==> src/rtl/convolution_procesor_gate_unit.sv <==
// N-operand registered gate (logical AND/OR/XOR, bitwise AND) with a valid/ready
// stream interface and optional accumulation of beats across a packet.
module convolution_procesor_gate_unit #(
    parameter int unsigned DATA_WIDTH = 22,
    parameter int unsigned NUM_OPS    = 2,
    parameter int unsigned CNT_WIDTH  = 16
) (
    input  logic                          clk,
    input  logic                          rst_n,
    input  logic                          in_valid,
    output logic                          in_ready,
    input  logic [NUM_OPS*DATA_WIDTH-1:0] in_data,
    input  logic                          in_last,
    input  logic [1:0]                    mode,
    input  logic                          acc_en,
    output logic                          out_valid,
    input  logic                          out_ready,
    output logic                          out_bit,
    output logic [DATA_WIDTH-1:0]         out_word,
    output logic [CNT_WIDTH-1:0]          out_beats,
    output logic                          busy
);

    typedef enum logic {IDLE, ACCUM} state_e;
    typedef enum logic [1:0] {M_AND = 2'b00, M_OR = 2'b01, M_XOR = 2'b10, M_BAND = 2'b11} mode_e;

    state_e                state_q, state_d;
    mode_e                 mode_q, mode_d;
    logic                  acc_bit_q, acc_bit_d;
    logic [DATA_WIDTH-1:0] acc_word_q, acc_word_d;
    logic [CNT_WIDTH-1:0]  cnt_q, cnt_d;
    logic                  out_valid_q, out_valid_d;
    logic                  out_bit_q, out_bit_d;
    logic [DATA_WIDTH-1:0] out_word_q, out_word_d;
    logic [CNT_WIDTH-1:0]  out_beats_q, out_beats_d;

    logic [NUM_OPS-1:0]    nz;
    logic [DATA_WIDTH-1:0] and_word;
    mode_e                 eff_mode;
    logic                  beat_bit;
    logic [DATA_WIDTH-1:0] beat_word;
    logic                  comb_bit;
    logic [DATA_WIDTH-1:0] comb_word;
    logic [CNT_WIDTH-1:0]  cnt_inc;
    logic                  accept;

    assign in_ready  = !out_valid_q || out_ready;
    assign accept    = in_valid && in_ready;
    assign out_valid = out_valid_q;
    assign out_bit   = out_bit_q;
    assign out_word  = out_word_q;
    assign out_beats = out_beats_q;
    assign busy      = (state_q == ACCUM);

    always_comb begin
        nz       = '0;
        and_word = '1;
        for (int unsigned k = 0; k < NUM_OPS; k++) begin
            nz[k]    = |in_data[k*DATA_WIDTH +: DATA_WIDTH];
            and_word = and_word & in_data[k*DATA_WIDTH +: DATA_WIDTH];
        end
    end

    // Inside a packet the latched mode governs every beat, not the live input.
    always_comb begin
        eff_mode  = (state_q == ACCUM) ? mode_q : mode_e'(mode);
        beat_word = (eff_mode == M_BAND) ? and_word : '0;
        case (eff_mode)
            M_AND:   beat_bit = &nz;
            M_OR:    beat_bit = |nz;
            M_XOR:   beat_bit = ^nz;
            default: beat_bit = |beat_word;
        endcase
    end

    always_comb begin
        comb_word = acc_word_q & beat_word;
        case (mode_q)
            M_AND:   comb_bit = acc_bit_q && beat_bit;
            M_OR:    comb_bit = acc_bit_q || beat_bit;
            M_XOR:   comb_bit = acc_bit_q ^ beat_bit;
            default: comb_bit = |comb_word;
        endcase
        cnt_inc = (cnt_q == '1) ? cnt_q : cnt_q + CNT_WIDTH'(1);
    end

    always_comb begin
        state_d     = state_q;
        mode_d      = mode_q;
        acc_bit_d   = acc_bit_q;
        acc_word_d  = acc_word_q;
        cnt_d       = cnt_q;
        out_valid_d = out_valid_q && !out_ready;
        out_bit_d   = out_bit_q;
        out_word_d  = out_word_q;
        out_beats_d = out_beats_q;
        case (state_q)
            IDLE: begin
                if (accept) begin
                    mode_d = mode_e'(mode);
                    if (!acc_en || in_last) begin
                        out_valid_d = 1'b1;
                        out_bit_d   = beat_bit;
                        out_word_d  = beat_word;
                        out_beats_d = CNT_WIDTH'(1);
                    end else begin
                        acc_bit_d  = beat_bit;
                        acc_word_d = beat_word;
                        cnt_d      = CNT_WIDTH'(1);
                        state_d    = ACCUM;
                    end
                end
            end
            ACCUM: begin
                if (accept) begin
                    acc_bit_d  = comb_bit;
                    acc_word_d = comb_word;
                    cnt_d      = cnt_inc;
                    if (in_last) begin
                        out_valid_d = 1'b1;
                        out_bit_d   = comb_bit;
                        out_word_d  = comb_word;
                        out_beats_d = cnt_inc;
                        state_d     = IDLE;
                    end
                end
            end
            default: state_d = IDLE;
        endcase
    end

    always_ff @(posedge clk) begin
        if (!rst_n) begin
            state_q     <= IDLE;
            mode_q      <= M_AND;
            acc_bit_q   <= 1'b0;
            acc_word_q  <= '0;
            cnt_q       <= '0;
            out_valid_q <= 1'b0;
            out_bit_q   <= 1'b0;
            out_word_q  <= '0;
            out_beats_q <= '0;
        end else begin
            state_q     <= state_d;
            mode_q      <= mode_d;
            acc_bit_q   <= acc_bit_d;
            acc_word_q  <= acc_word_d;
            cnt_q       <= cnt_d;
            out_valid_q <= out_valid_d;
            out_bit_q   <= out_bit_d;
            out_word_q  <= out_word_d;
            out_beats_q <= out_beats_d;
        end
    end

endmodule

==> config.mk <==
export PLATFORM = sky130hd
export DESIGN_NAME = convolution_procesor_gate_unit
export DESIGN_NICKNAME = d
export VERILOG_FILES = /design/src/rtl/convolution_procesor_gate_unit.sv
export SDC_FILE = /design/constraint.sdc
export NUM_CORES = 1
export LEC_CHECK = 0
export CAP_MARGIN = 30
export CORE_MARGIN = 1
export CORE_UTILIZATION = 30
export DETAILED_ROUTE_END_ITERATION = 6
export PLACE_DENSITY = 0.49
export SLEW_MARGIN = 10
export SYNTH_ARGS = -nofsm -noshare
export SYNTH_HDL_FRONTEND = slang
export SYNTH_SLANG_ARGS = --single-unit
==> constraint.sdc <==
create_clock -name clk -period 3.4 [get_ports clk]
set_clock_uncertainty 0.2 [all_clocks]
set_input_delay 0.34 -clock clk [delete_from_list [all_inputs] [get_ports clk]]
set_output_delay 0.34 -clock clk [all_outputs]
set_load 0.01 [all_outputs]
### Word-level counts from Yosys, hierarchy flattened

Cells that the tools add are included.

* register bits: 82

* $add $sub $neg: 1
* equality and inequality tests: 11
* muxes and demuxes: 42
* bitwise logic cells: 4
* reductions and logical operators: 21

Operators with widths (count)
* $mux W22: 8
* $mux W16: 8
* $pmux W22 S2: 2
* $reduce_or A22 Y1: 4
* $pmux W16 S2: 2
* $and A22 B22 Y22: 2
* $reduce_or A44 Y1: 1
* $add A16 B1 Y16 const B: 1
* $eq A16 B16 Y1 const B: 1
* $mux W1: 15
* $ne A2 B2 Y1 const B: 4
* $pmux W1 S2: 4
* $eq A2 B2 Y1 const B: 3
* $pmux W1 S3: 2
* $eq A2 B1 Y1 const B: 2
* $logic_not A2 Y1: 2
* $reduce_and A2 Y1: 2
* $reduce_and A4 Y1: 1
* $logic_and A1 B1 Y1: 3
* $logic_not A1 Y1: 3
* $logic_or A1 B1 Y1: 3
* $reduce_and A3 Y1: 1
* $mux W2: 1
* $ne A2 B1 Y1 const B: 1
* other kinds (3): 3

### Longest topological paths before layout

* depth in word-level cells: 10
* gate-level depth with buffers: 16
* mapped depth without buffers: 16

### Worst setup path before layout

OpenSTA, ideal clock, no wires.

* path kind: input-to-reg
* start: input port in_data[14]
* end: register acc_bit_q
* library setup time: 0.134 ns
* arrival: 2.655 ns
* required time: 3.066 ns
* setup slack: 0.411 ns
* stages on the path: 12
* path buffers: 0
* path through: or4_1 -> nor4_1 -> inv_1 -> ha_1 -> nor3_1 -> a211oi_1 -> ha_1 -> nor2b_1 -> o31ai_1 -> nand2_1 -> o211ai_1 -> o21ai_0

* word-level cells in the longest chain between the ends: 8
* elaborated cells on any way between the ends: 18
* classes of those cells: mux (7); bitwise (3); reduce/logical (8)

Ends and longest elaborated chain
* start: declaration: RTL line 12 `input logic [NUM_OPS*DATA_WIDTH-1:0] in_data,`
* $and A22 B22 Y22: RTL line 60 `and_word = and_word & in_data[k*DATA_WIDTH +: DATA_WIDTH];`
* $mux W22: RTL line 67 `beat_word = (eff_mode == M_BAND) ? and_word : '0;`
* $reduce_or A22 Y1: RTL line 72 `default: beat_bit = |beat_word;`
* $pmux W1 S3: RTL line 68 `case (eff_mode)`
* $xor A1 B1 Y1 (tied with other cells): RTL line 81 `M_XOR: comb_bit = acc_bit_q ^ beat_bit;`
* $pmux W1 S3: RTL line 78 `case (mode_q)`
* $mux W1: RTL line 115 `if (accept) begin`
* $pmux W1 S2 (*): RTL line 97 `case (state_q)`
* end signal: assignment: RTL line 146 `acc_bit_q <= acc_bit_d;`
* end: declaration: RTL line 29 `logic acc_bit_q, acc_bit_d;`

Every way passes the cells marked *; elsewhere a longest branch is shown, timed or not. The select of a mux whose other input is x is not followed.
A chain may end at the register's enable or synchronous reset.

### Final worst setup path

* start: input port in_data[12]
* end: register acc_bit_q

The elaborated chain is that of the path after synthesis.

==> metrics list <==
- Status: finished, final reports clean
- Flip-flop cell with the highest count after synthesis: sky130_fd_sc_hd__dfxtp_1
- Data on the critical path is required at its endpoint by 3.47 ns.
* Max_cap viols: 0
- Slew @ Worst Pin: 0.781 ns
- In this run the worst hold path is classified as reg2reg.
- For this design, the CTS-stage hold fixing added 0 buffers.
- CP peak stage delay: 0.51 ns
* Boundary pin count: 94
* Net count of the mapped netlist: 590
- Area taken by multi-input logic gates: 2400 um^2
- Hold timing on the final database bottoms out at a slack of 0.258 ns.
- The setup path with the least slack is of type in2reg.
- Fmax: 0.308 GHz
- Proportion of layout cells with a drive suffix above 1: 14.0%
- The later pin in the worst-skew pair is clocked with a latency of 0.34 ns.
- The first global-routing pass estimated 22,100 um of wire.
- The die covers 14,200 um^2.
* Number of core rows: 42
- Counting flops with an async set or reset pin after synthesis yields a share of 0%.
* Static leakage power: 2.38 nW
- For this block, the via count after detailed routing is 4,429.
* Root buffer cell: sky130_fd_sc_hd__clkbuf_16
* Synth top area share: 39.8%
- Total power for the finished layout comes to 2.49 mW.
- The number of clock buffers added by TritonCTS is 9.
- The final layout contains routed wiring with a total length of 14,100 um.
- Time the worst path needs with I/O delays and setup: 3.25 ns
- Maximum clock insertion buffer count: 2
* Ant. Diodes: 0
- Total of fill cells in the finished design: 1,353
- Half-perimeter wire length of the detailed placement result: 10,200 um
- The area growth from synthesis to layout is 47.6%.
- Synthesis inferred 82 register bits.
- Of all nets on the critical path, the largest fanout is 2.
* VDD IR-drop max: 0.000216 V
- Reg clk slew, reported paths: 0.06 ns
* Global route total overflow: 0
- Number of antenna violations at the first check in global routing: 0
* Critical-path cell with the highest stage delay: sky130_fd_sc_hd__or4_4
- CTS tree: built
* Clock sink total: 82
- The core region is 13,300 um^2.
- The library cell used most frequently in the layout, excluding fill and tap cells, is sky130_fd_sc_hd__dfxtp_1.
- Global routing consumed, over all layers together, 19.8% of the routing resources.
* Synth warn: 0
- The via count of the first global-routing pass came to 4,208.
- Post-synthesis cell count: 535
- STA classifies the critical path endpoint as a register.
* Port bufs: 93
- Number of synthesized flops with an enable pin: 0
* WL per Instance: 16.9 um
- The critical path contains buffers and inverters numbering 4 combined.
- Largest area contributor in the synthesized netlist: sky130_fd_sc_hd__dfxtp_1
- In this run the cell area of the synthesized design comes to 4120 um^2.
* CP cell instances: clkdlybuf4s50_1 > or4_4 > nor4_4 > buf_4 > inv_1 > ha_4 > nor3_2 > a211oi_2 > ha_2 > nor2b_4 > o31ai_2 > buf_4 > a221oi_2 > o211ai_1 > o21ai_1
* Vias per Instance: 5.30
- Remaining DRCs: 0
- CP Launch Type: input pin
* Die extent in y: 119 um
- Synthesized area divided by synthesized cell count: 7.71 um^2
- Most used cells in the layout excluding fill and tap cells: sky130_fd_sc_hd__dfxtp_1, sky130_fd_sc_hd__nor2_1, sky130_fd_sc_hd__clkdlybuf4s50_1, sky130_fd_sc_hd__o21ai_0, sky130_fd_sc_hd__nand2_1
* Category of cells accounting for the largest share of critical-path delay: compound AO/OA/AOI/OAI gates
* Detailed Routing Iterations Pass 1: 5
* Number of endpoints with negative hold slack in the final report: 0
- Setup violations remaining at the end of the flow were counted as 0.
- Setup total negative slack on the finished layout was measured at 0 ns.
- The netlist uses 48 different library cells.
* Pwr dens: 409 nW/um^2
- Detail Route Antenna Nets: 0
- Arrival @ worst endpoint: 3.32 ns
* Initial DRC Count: 333
- Top cells by area, synth: sky130_fd_sc_hd__dfxtp_1, sky130_fd_sc_hd__o21ai_0, sky130_fd_sc_hd__nor2_1, sky130_fd_sc_hd__nand2_1, sky130_fd_sc_hd__nand3_1
* Slew HR: 47.7%
- Of the synthesized area, sequential elements account for 39.8%.
- Footprint of the flip-flops and latches: 1640 um^2
* Floorplan die width: 119 um
- By instance count, the cell type seen most on the critical path is sky130_fd_sc_hd__buf_4.
* Maximum number of pins on one net before global-route repair: 64
- Pins Over Slew Limit: 0
* Tcrit/Tclk final: 95.6%
- H-tree level count: 3
* NumNets Final: 709
- Starting density of the core: 30.9%
* Final GP Congestion: 0.873
## power by group
| part | internal, mW | switching (mW) | total, mW |
|---|---|---|---|
| clock network | 0.740 | 0.398 | 1.14 |
| registers | 0.989 | 0.0226 | 1.01 |
| logic | 0.150 | 0.189 | 0.340 |
| total | 1.88 | 0.610 | 2.49 |
## worst paths after layout
kind,start,to,slack (ns),cells after the start
min reg2reg,out_beats[12],out_beats[12],0.26,2
max reg2reg,busy,acc_bit_q,0.50,11
max,in_data[12],acc_bit_q,0.15,15
min,out_beats[12],out_beats[12],0.26,2
## cells in the mapped netlist (2+ instances only)
library cell                instances
sky130_fd_sc_hd__and4_1             4
sky130_fd_sc_hd__o21ai_0           61
sky130_fd_sc_hd__mux2i_1            5
sky130_fd_sc_hd__a211oi_1           2
sky130_fd_sc_hd__o211ai_1           2
sky130_fd_sc_hd__and3_1             4
sky130_fd_sc_hd__ha_1               3
sky130_fd_sc_hd__a2bb2oi_1          6
sky130_fd_sc_hd__nor4_1            12
sky130_fd_sc_hd__xnor2_1            7
sky130_fd_sc_hd__o21ai_1            3
sky130_fd_sc_hd__buf_2              8
sky130_fd_sc_hd__dfxtp_1           82
sky130_fd_sc_hd__a2111oi_0         20
sky130_fd_sc_hd__and2_1             5
sky130_fd_sc_hd__a21oi_1           30
sky130_fd_sc_hd__clkbuf_1          25
sky130_fd_sc_hd__a31oi_1            7
sky130_fd_sc_hd__nor2_1            65
sky130_fd_sc_hd__xor2_1             6
sky130_fd_sc_hd__inv_1             23
sky130_fd_sc_hd__o21a_1             3
sky130_fd_sc_hd__nor3_1             8
sky130_fd_sc_hd__nor2b_1           10
sky130_fd_sc_hd__a311oi_1           3
sky130_fd_sc_hd__o31ai_1            7
sky130_fd_sc_hd__nand3_1           36
sky130_fd_sc_hd__o2111ai_1          5
sky130_fd_sc_hd__or4_1              2
sky130_fd_sc_hd__nand2_1           52
sky130_fd_sc_hd__nand4_1           12
## registers in the layout (all words and copies together) (netlist names)
| name | count |
|---|---|
| acc_bit_q | 1 |
| acc_word_q | 22 |
| busy | 1 |
| cnt_q | 16 |
| mode_q | 2 |
| out_beats | 16 |
| out_bit | 1 |
| out_valid | 1 |
| out_word | 22 |
## kinds of logic after synthesis
family	share of synthesized area, %
and+or+nand+nor	25.8
muxes	1.49
adders and majority gates	0.911
DFF	39.8
xor gates and xnor gates	2.76
AOI/OAI and AO/OA	23.2
buffers and inverters	6.01
## metrics by stage
step	std cells	area [um^2]	utilization (%)	worst slack [ns]
after floorplan	535	4120	-	0.411
after global placement	816	5490	41.1	-0.312
after detailed placement	816	5490	41.1	-0.457
after CTS	832	5860	43.9	0.00418
after global routing	835	6080	45.6	-0.0305
final	835	6080	45.6	0.150
## layout make-up
type                            instances  share of cell area [%]
Timing Repair Buffer                  144                    22.9
Tap cell                              176                    3.62
Clock inverter                          4                    1.62
Clock buffer                           12                    4.05
Sequential cell                        82                    27.0
Inverter                               24                    1.48
Multi-Input combinational cell        393                    39.4
## what timing repair did
item                                    CTS  global route
gates resized for setup                   4            54
pin swaps                                 0            19
endpoints found under the setup margin    2             2
setup buffers                             0             3
## metal layers
metal	up-vias	share of wire, %	track usage [%]
met2	164	46	31.2
met3	27	5.3	3.30
met1	2069	46	26.1
li1	2169	-	-
met4	0	3.0	9.81
met5	-	0	0
## worst min-delay path, cell delays in order, from the launching register on
cell and delay (ns):
sky130_fd_sc_hd__dfxtp_1 0.31, sky130_fd_sc_hd__nand2_1 0.05, sky130_fd_sc_hd__a21oi_1 0.05
(Power assumes the default switching activity.)
